--- src/rtl/bus_slave_port_if.sv ---
// rtl/bus_slave_port_if.sv - serial bus signals between the bus master and one slave port
interface bus_slave_port_if;
  logic B_UTIL;
  logic A_ADD;
  logic B_RW;
  logic B_BUS_IN;
  logic B_BUS_OUT;
  logic B_OUT_EN;
  logic B_ACK;

  modport master (
    output B_UTIL, A_ADD, B_RW, B_BUS_IN,
    input  B_BUS_OUT, B_OUT_EN, B_ACK
  );

  modport slave (
    input  B_UTIL, A_ADD, B_RW, B_BUS_IN,
    output B_BUS_OUT, B_OUT_EN, B_ACK
  );
endinterface

--- src/rtl/bus_slave_port.sv ---
// rtl/bus_slave_port.sv - serial bus target: address decode, ack, 8-bit write/read
// with a single-cycle strobe interface to a local register block
module bus_slave_port #(
  parameter int                 DEV_W   = 4,
  parameter logic [DEV_W-1:0]   DEV_ID  = 4'b1010,
  parameter int                 LADDR_W = 12,
  parameter int                 DATA_W  = 8
) (
  input  logic               CLK,
  input  logic               RST,
  bus_slave_port_if.slave    bus,
  output logic [LADDR_W-1:0] S_ADDR,
  output logic [DATA_W-1:0]  S_WDATA,
  output logic               S_WE,
  output logic               S_RE,
  input  logic [DATA_W-1:0]  S_RDATA
);

  localparam int ADDR_W = DEV_W + LADDR_W;
  localparam int DCNT_W = $clog2(DATA_W);
  localparam logic [3:0]        ACNT_LAST = 4'(ADDR_W - 1);
  localparam logic [DCNT_W-1:0] DCNT_LAST = DCNT_W'(DATA_W - 1);

  typedef enum logic [2:0] {
    IDLE, ADDR, ACK_A, RX, ACK_D, TX, WAIT_END
  } state_t;

  state_t              state, state_nx;
  logic [3:0]          acnt;
  logic [DCNT_W-1:0]   dcnt;
  logic                ack_ph;
  logic                rw;
  logic [ADDR_W-2:0]   addr_sr;
  logic [ADDR_W-1:0]   addr_nx;
  logic                dev_match;
  logic [DATA_W-1:0]   rx_sr;
  logic [DATA_W-1:0]   tx_sr;
  logic [LADDR_W-1:0]  s_addr_q;
  logic                b_ack, b_out_en, b_bus_out, s_we, s_re;

  // The top address bit never needs storing: it leaves the register as bit 0 arrives.
  assign addr_nx   = {addr_sr, bus.B_BUS_IN};
  assign dev_match = (addr_nx[ADDR_W-1 -: DEV_W] == DEV_ID);

  always_ff @(posedge CLK) begin
    if (RST) state <= IDLE;
    else     state <= state_nx;
  end

  always_comb begin
    state_nx = state;
    case (state)
      IDLE:     if (bus.B_UTIL && bus.A_ADD) state_nx = ADDR;
      ADDR: begin
        if (!bus.B_UTIL || !bus.A_ADD) state_nx = WAIT_END;
        else if (acnt == ACNT_LAST)    state_nx = dev_match ? ACK_A : WAIT_END;
      end
      ACK_A: begin
        if (!bus.B_UTIL) state_nx = IDLE;
        else if (ack_ph) state_nx = rw ? RX : TX;
      end
      RX: begin
        if (!bus.B_UTIL)             state_nx = IDLE;
        else if (dcnt == DCNT_LAST)  state_nx = ACK_D;
      end
      ACK_D: begin
        if (!bus.B_UTIL) state_nx = IDLE;
        else if (ack_ph) state_nx = WAIT_END;
      end
      TX: begin
        if (!bus.B_UTIL)             state_nx = IDLE;
        else if (dcnt == DCNT_LAST)  state_nx = WAIT_END;
      end
      WAIT_END: if (!bus.B_UTIL) state_nx = IDLE;
      default:  state_nx = IDLE;
    endcase
  end

  always_ff @(posedge CLK) begin
    if (RST) begin
      acnt     <= '0;
      dcnt     <= '0;
      ack_ph   <= 1'b0;
      rw       <= 1'b0;
      addr_sr  <= '0;
      rx_sr    <= '0;
      tx_sr    <= '0;
      s_addr_q <= '0;
    end else begin
      case (state)
        IDLE: begin
          ack_ph <= 1'b0;
          dcnt   <= '0;
          if (bus.B_UTIL && bus.A_ADD) begin
            addr_sr <= {{(ADDR_W-2){1'b0}}, bus.B_BUS_IN};
            acnt    <= 4'd1;
          end
        end
        ADDR: begin
          if (bus.B_UTIL && bus.A_ADD) begin
            addr_sr <= addr_nx[ADDR_W-2:0];
            acnt    <= acnt + 1'b1;
            if (acnt == ACNT_LAST) begin
              rw <= bus.B_RW;
              if (dev_match) s_addr_q <= addr_nx[LADDR_W-1:0];
            end
          end
        end
        ACK_A: begin
          ack_ph <= ~ack_ph;
          dcnt   <= '0;
          // Read data is valid in the second ack cycle, one cycle after S_RE.
          if (ack_ph && !rw) tx_sr <= S_RDATA;
        end
        RX: begin
          rx_sr <= {rx_sr[DATA_W-2:0], bus.B_BUS_IN};
          dcnt  <= dcnt + 1'b1;
        end
        ACK_D: ack_ph <= ~ack_ph;
        TX: begin
          tx_sr <= {tx_sr[DATA_W-2:0], 1'b0};
          dcnt  <= dcnt + 1'b1;
        end
        default: ;
      endcase
      if (state_nx == IDLE) s_addr_q <= '0;
    end
  end

  always_comb begin
    b_ack     = 1'b0;
    b_out_en  = 1'b0;
    b_bus_out = 1'b0;
    s_we      = 1'b0;
    s_re      = 1'b0;
    case (state)
      ACK_A: begin
        b_ack = 1'b1;
        s_re  = !ack_ph && !rw;
      end
      ACK_D: begin
        b_ack = 1'b1;
        s_we  = !ack_ph;
      end
      TX: begin
        b_out_en  = 1'b1;
        b_bus_out = tx_sr[DATA_W-1];
      end
      default: ;
    endcase
  end

  assign bus.B_ACK     = b_ack;
  assign bus.B_OUT_EN  = b_out_en;
  assign bus.B_BUS_OUT = b_bus_out;
  assign S_WE          = s_we;
  assign S_RE          = s_re;
  assign S_ADDR        = s_addr_q;
  assign S_WDATA       = rx_sr;

endmodule

--- src/flat_wrapper.sv ---
// flat-port wrapper written by rule: the top's interface ports become plain ports
module bus_slave_port_flat 
#(
  parameter int                 DEV_W   = 4,
  parameter logic [DEV_W-1:0]   DEV_ID  = 4'b1010,
  parameter int                 LADDR_W = 12,
  parameter int                 DATA_W  = 8
)
  (CLK, RST, S_ADDR, S_WDATA, S_WE, S_RE, S_RDATA, bus_B_UTIL, bus_A_ADD, bus_B_RW, bus_B_BUS_IN, bus_B_BUS_OUT, bus_B_OUT_EN, bus_B_ACK);
  bus_slave_port_if bus_i ();
  input  logic CLK;
  input  logic RST;
  output logic [LADDR_W-1:0] S_ADDR;
  output logic [DATA_W-1:0] S_WDATA;
  output logic S_WE;
  output logic S_RE;
  input  logic [DATA_W-1:0] S_RDATA;
  input wire logic [$bits(bus_i.B_UTIL)-1:0] bus_B_UTIL;
  input wire logic [$bits(bus_i.A_ADD)-1:0] bus_A_ADD;
  input wire logic [$bits(bus_i.B_RW)-1:0] bus_B_RW;
  input wire logic [$bits(bus_i.B_BUS_IN)-1:0] bus_B_BUS_IN;
  output wire logic [$bits(bus_i.B_BUS_OUT)-1:0] bus_B_BUS_OUT;
  output wire logic [$bits(bus_i.B_OUT_EN)-1:0] bus_B_OUT_EN;
  output wire logic [$bits(bus_i.B_ACK)-1:0] bus_B_ACK;
  assign bus_i.B_UTIL = bus_B_UTIL;
  assign bus_i.A_ADD = bus_A_ADD;
  assign bus_i.B_RW = bus_B_RW;
  assign bus_i.B_BUS_IN = bus_B_BUS_IN;
  assign bus_B_BUS_OUT = bus_i.B_BUS_OUT;
  assign bus_B_OUT_EN = bus_i.B_OUT_EN;
  assign bus_B_ACK = bus_i.B_ACK;
  bus_slave_port #(.DEV_W(DEV_W), .DEV_ID(DEV_ID), .LADDR_W(LADDR_W), .DATA_W(DATA_W)) u_core (.CLK(CLK), .RST(RST), .bus(bus_i), .S_ADDR(S_ADDR), .S_WDATA(S_WDATA), .S_WE(S_WE), .S_RE(S_RE), .S_RDATA(S_RDATA));
endmodule
--- config.mk ---
export PLATFORM = sky130hd
export DESIGN_NAME = bus_slave_port_flat
export DESIGN_NICKNAME = d
export VERILOG_FILES = /design/src/rtl/bus_slave_port_if.sv /design/src/rtl/bus_slave_port.sv /design/src/flat_wrapper.sv
export SDC_FILE = /design/constraint.sdc
export NUM_CORES = 1
export LEC_CHECK = 0
export CAP_MARGIN = 10
export CORE_MARGIN = 1.5
export CORE_UTILIZATION = 40
export CTS_CLUSTER_SIZE = 8
export DETAILED_ROUTE_END_ITERATION = 7
export PLACE_DENSITY = 0.65
export SLEW_MARGIN = 20
export SYNTH_ARGS = -nofsm -noshare
export SYNTH_HDL_FRONTEND = slang
export SYNTH_SLANG_ARGS = --single-unit
--- constraint.sdc ---
create_clock -name CLK -period 1.8 [get_ports CLK]
set_input_delay 0.18 -clock CLK [delete_from_list [all_inputs] [get_ports CLK]]
set_output_delay 0.18 -clock CLK [all_outputs]
set_load 0.005 [all_outputs]
; Yosys cells after proc, flatten, opt, wreduce, memory -nomap -nowiden
; Index checks and enable logic that the tools add are counted.
[classes]
n_addsub = 2
multipliers = 0
n_div = 0
n_lt_le_gt_ge = 0
eq_ne = 12
shifts = 0
n_mux = 30
n_bitwise = 1
reduce_logical = 22
[op_table]
columns = op, count
row1 = $mux W3, 14
row2 = $mux W15, 2
row3 = $pmux W15 S2, 1
row4 = $pmux W3 S7, 1
row5 = $pmux W8 S2, 1
row6 = $eq A3 B3 Y1 const B, 4
row7 = $eq A4 B4 Y1 const B, 2
row8 = $mux W4, 2
row9 = $mux W8, 1
row10 = $pmux W4 S2, 1
row11 = $reduce_bool A2 Y1, 4
row12 = $reduce_or A2 Y1, 4
row13 = $eq A3 B2 Y1 const B, 2
row14 = $logic_not A3 Y1, 2
row15 = $ne A2 B1 Y1 const B, 3
row16 = $pmux W3 S2, 1
row17 = $reduce_and A3 Y1, 2
row18 = $mux W1, 5
row19 = $add A4 B1 Y4 const B, 1
row20 = $logic_not A1 Y1, 4
row21 = $reduce_and A4 Y1, 1
row22 = $add A3 B1 Y3 const B, 1
row23 = $eq A3 B1 Y1 const B, 1
row24 = $logic_and A1 B1 Y1, 3
row25 = other kinds (4), 4
[totals]
ff_bits = 55
latch_bits = 0
mem_bits_rw = 0
romBits = 0
input_bits = 14
output_inout_bits = 25
elab_cells = 76
n_memories = 0

; Longest topological paths before layout
[logic_depth]
word_depth = 7
ltp_mapped = 8
depth_no_buf = 7

; Worst setup path after synthesis
; No wires, ideal clock.
[synth_path]
path_kind = flip-flop to flip-flop
from = reg u_core.dcnt[0]
to = reg u_core.s_addr_q[0] (netlist: u_core.S_ADDR[0])
setup_ps = 114
arrival_time_ps = 1746
required_time_ps = 1686
slack_ps = -60
path_stages_with_launch = 9
n_path_buf = 1
synth_period_minus_slack_ps = 1860
path_cell_list = dfxtp_1 > ha_1 > ha_1 > and3b_1 > o211ai_1 > o221ai_1 > o41ai_2 > buf_4 > nor2_1
[synth_via]
elab_chain_len = 6
word_cells_on_any_way = 8
classes_between = eq/ne (1) / mux (5) / reduce/logical (2)
[synth_rtl]
columns = element, line_no
row1 = start: declaration, bus_slave_port.sv:30  ; logic [DCNT_W-1:0] dcnt;
row2 = start signal: assignment, bus_slave_port.sv:117  ; dcnt <= dcnt + 1'b1;
row3 = start signal: assignment, bus_slave_port.sv:122  ; dcnt <= dcnt + 1'b1;
row4 = $eq A3 B3 Y1 (*), "bus_slave_port.sv:64, bus_slave_port.sv:72"
row5 = $mux W3 (on tied branches), "bus_slave_port.sv:72, bus_slave_port.sv:64"
row6 = $mux W3 (on tied branches), "bus_slave_port.sv:71, bus_slave_port.sv:63"
row7 = $pmux W3 S7 (*), bus_slave_port.sv:52  ; case (state)
row8 = $logic_not A3 Y1 (*), bus_slave_port.sv:126  ; if (state_nx == IDLE) s_addr_q <= '0;
row9 = $reduce_or A2 Y1 (no source line) (*), --
row10 = end signal: assignment, bus_slave_port.sv:105  ; if (dev_match) s_addr_q <= addr_nx[LADDR_W-1:0];
row11 = end: declaration, bus_slave_port.sv:38  ; logic [LADDR_W-1:0] s_addr_q;
; Every way passes the cells marked *; elsewhere a longest branch is shown, timed or not.
; A chain may end at the register's enable or synchronous reset.

; Worst setup path in the final report
[layout_path]
from = reg u_core.dcnt[0]
to = reg u_core.s_addr_q[10] (netlist: u_core.S_ADDR[10])
; Same word-level chain as after synthesis.

==> key figures <==
Die
  • Floorplan die area: 6350 um2
  • Standard cell core area: 5610 um2
  • Horiz. Die Dim: 79.7 um
  • Initial core utilization: roughly two fifths
  • Number of rows created at floorplan: 27
  • Y dimension of the die: 79.7 um
  • I/O pin count: 39

Placed design
  • Placer congestion estimate: 0.841
  • Total half-perimeter wirelength after legalization and detailed placement: around 3.5 mm
  • Total of buffers placed on input and output ports: 38
  • Area after detailed placement: just under 3000 um2
  • Post-placement cell count: 376
  • Dpl ws: -0.0918 ns

Synthesis
  • Simple-gate share of the synthesized area: 19.4%
  • Mapped Avg Cell Area: slightly above 9 um2
  • Count of flip-flops with a built-in enable after synthesis: 0
  • Async SR Flop Fraction: 0%
  • Xor-xnor portion of the synthesized cell area: 0.744%
  • Cell taking the most area after synthesis: sky130_fd_sc_hd__dfxtp_1
  • Synth cell count leaders: 55 x sky130_fd_sc_hd__dfxtp_1, 42 x sky130_fd_sc_hd__nor2_1, 24 x sky130_fd_sc_hd__nand2_1
  • Yosys warns: 0
  • Most instantiated flip-flop cell in the synthesis netlist: sky130_fd_sc_hd__dfxtp_1
  • Cell count after synthesis: approximately 260
  • Synthesis-stage register bit count: between 50 and 60
  • Number of nets in the synthesized netlist: 276
  • Share of synthesized area spent on multiplexers: 8.98%
  • Combined area of all synthesized cells: 2350 um2
  • Most instantiated library cell after synthesis: sky130_fd_sc_hd__dfxtp_1
  • Complex-gate fraction of the synthesized area: between 10% and 20%
  • Sequential area share after synthesis: a little under half
  • Area share of fa/ha/maj cells after synthesis: under 10%
  • Area contributors post-synth: sky130_fd_sc_hd__dfxtp_1 47%, sky130_fd_sc_hd__mux2i_1 8.5%, sky130_fd_sc_hd__nor2_1 6.7%, sky130_fd_sc_hd__a22oi_1 5.1%, sky130_fd_sc_hd__nand2_1 3.8%
  • Number of unique standard cell types used by synthesis: 46
  • Share of the synthesized area in the top cell type: 46.8%
  • Dominant combinational cell family by area after synthesis: simple AND/OR/NAND/NOR gates

Route
  • Via Count: 1983
  • Total length of routed wires: roughly 5 mm
  • WL/cell: 13.3 um
  • Remaining design rule violation count: 0
  • Pre-antenna DRT Iters: 5
  • Antenna-violating nets left: 0
  • Via/cell ratio: 5.15
  • 1st-iter DRT viols: 112

Clock network
  • Clk slew on worst S/H paths: 0.10 ns
  • Clock tree from TritonCTS: built
  • Number of clock sinks seen by CTS: 55
  • Clock latency at the later pin of the worst-skew pair: 0.30 ns
  • Buffer type at the clock tree root: sky130_fd_sc_hd__clkbuf_8
  • Number of buffers inserted by hold repair at cts: 0
  • Number of buffers between clock root and the deepest sink: 2
  • CTS buffer count: 5
  • H-tree Lvls: 2

Critical path
  • Number of cells traversed by the worst register-to-register path: 8
  • Beginning of the worst register-to-register path: u_core.dcnt[0]
  • Critical Path Fanout Max: 12
  • Required arrival time at the worst endpoint: roughly 2.0 ns
  • Data arrival time of the critical path: 2.09 ns
  • Worst R2R Setup Slack: -0.09 ns
  • R2r endpoint: u_core.S_ADDR[10]
  • Category of the critical setup timing path: flip-flop to flip-flop
  • Startpoint kind of the worst setup timing path: flip-flop
  • Crit. End Element: flip-flop

Cells and area
  • Area growth from synthesis to final layout: 33.4%
  • Filler cell count in the final layout: about 530
  • Antenna fix cells: 0
  • Number of standard cells in the final layout excluding fillers: about 390
  • Utilization after layout: 56.0%
  • Reg area: 1110 um2
  • Share of post-route cells with drive strength above 1: a little under a fifth
  • Multi-input combinational cell area: 1200 um2
  • Cell area after layout: between 3000 and 4000 um2
  • Net total in the final layout: 330

STA
  • Finish-stage setup viols: 12
  • Number of hold violations in the final report: 0
  • Worst Max-Slew Pin Slew: 0.425 ns
  • Clock skew: 0.00626 ns
  • Max Transition Viols Final: 0
  • Max transition margin: between 70% and 80%
  • Final TNS setup: -0.867 ns
  • Setup WS post-layout: -0.0869 ns
  • WHS: 0.458 ns
  • Final Critical Period: 1.89 ns
  • Setup repair after global routing missed its margin: true
  • Final worst-path cycle share: 105%
  • Maximum clock rate: 530 MHz

Pwr
  • Worst IR Drop VDD: roughly 0.56 mV
  • Power consumption: 2.23 mW
  • Leakage Power: 1.20 nW
  • Power Dens Cells: 710 nW/um2

Hold path
  • Worst hold path stage count: 2
  • Worst min-delay path category: flip-flop to flip-flop
  • Hold path startpoint: u_core.S_WDATA[7]
  • Worst hold endpoint: u_core.S_WDATA[7]

Status
  • Failing checks: setup timing
  • Status: finished, violations left

Flow run
  • Max capacitance violation total: 0

Global routing
  • Remaining Overflow, GRT: 0
  • Global-route wire length before repair: around 8.4 mm
  • Vias in the first global route: ~1.8k
  • Number of antenna violations at the first check in global routing: 0
  • Maximum number of pins on one net before global-route repair: 41
  • GR Util All Layers: 16.9%
==> sequential cells by signal (all words and copies together) (netlist names) <==
| register | count |
|---|---|
| u_core.acnt | 4 |
| u_core.ack_ph | 1 |
| u_core.S_WDATA | 8 |
| u_core.tx_sr | 8 |
| u_core.state | 3 |
| u_core.rw | 1 |
| u_core.addr_sr | 15 |
| u_core.dcnt | 3 |
| u_core.S_ADDR | 12 |
==> critical path, stage by stage, from the launching register on <==
cell and delay (ns):
sky130_fd_sc_hd__dfxtp_2 0.35, sky130_fd_sc_hd__ha_4 0.16, sky130_fd_sc_hd__ha_4 0.15, sky130_fd_sc_hd__and3b_1 0.15
sky130_fd_sc_hd__o211ai_1 0.17, sky130_fd_sc_hd__o221ai_2 0.15, sky130_fd_sc_hd__o41ai_2 0.34, sky130_fd_sc_hd__buf_4 0.24
sky130_fd_sc_hd__nor2_1 0.07
==> power breakdown <==
group / switching [mW] / total (mW) / internal, mW
registers: 0.0116 / 1.24 / 1.22
clock network: 0.394 / 0.801 / 0.407
logic: 0.0990 / 0.193 / 0.0945
==> routing by layer <==
| metal | vias to the layer above | global-route usage, % | share of wire [%] |
|---|---|---|---|
| li1 | 1016 | - | - |
| met1 | 926 | 23.7 | 51 |
| met2 | 37 | 25.6 | 44 |
| met3 | 4 | 3.89 | 4.1 |
| met4 | 0 | 5.26 | 0.82 |
| met5 | - | 0 | 0 |
==> layout make-up <==
class	instances	share of cell area [%]
clock buffers	5	2.19
clock inverters	2	1.20
inverters	3	0.359
multi-input cells	180	38.3
flip-flops and latches	55	35.4
well taps	72	2.87
repair buffers	68	19.6
==> how the worst max path moves through the flow <==
stage	slack (ns)	startpoint	end	cells past startpoint
4_1_cts	-0.08	u_core.dcnt[0]	u_core.S_ADDR[10]	8
3_5_place_dp	-0.09	bus_B_UTIL	u_core.S_ADDR[10]	7
3_3_place_gp	-0.06	u_core.dcnt[0]	u_core.S_ADDR[10]	8
5_1_grt	-0.15	u_core.dcnt[0]	u_core.S_ADDR[10]	8
6_report	-0.09	u_core.dcnt[0]	u_core.S_ADDR[10]	8
2_1_floorplan	-0.05	u_core.dcnt[0]	u_core.S_ADDR[0]	8
==> cells by family after synthesis <==
kind of cell,Yosys count
AOI/OAI and AO/OA,57
and+or+nand+nor,97
adders and majority gates,3
xor gates and xnor gates,2
buffers and inverters,24
DFF,55
muxes,21
==> placed cells by master (no fill, tap or decap), types with 5 or more instances in the layout <==
| cell | n |
|---|---|
| sky130_fd_sc_hd__mux2i_1 | 20 |
| sky130_fd_sc_hd__nand2b_1 | 6 |
| sky130_fd_sc_hd__a22oi_1 | 16 |
| sky130_fd_sc_hd__clkbuf_8 | 5 |
| sky130_fd_sc_hd__dfxtp_1 | 50 |
| sky130_fd_sc_hd__clkdlybuf4s50_1 | 33 |
| sky130_fd_sc_hd__a21oi_1 | 14 |
| sky130_fd_sc_hd__nand2_1 | 24 |
| sky130_fd_sc_hd__nor2_1 | 40 |
| sky130_fd_sc_hd__a211oi_1 | 8 |
| sky130_fd_sc_hd__buf_4 | 29 |
==> timing repair <==
action | in CTS | in global routing
pin swaps | 1 | 1
resized for setup | 15 | 7
setup endpoints to repair | 17 | 30
setup buffers | 2 | 0
gates cloned | 0 | 0
Power figures use the tool's default switching activity.
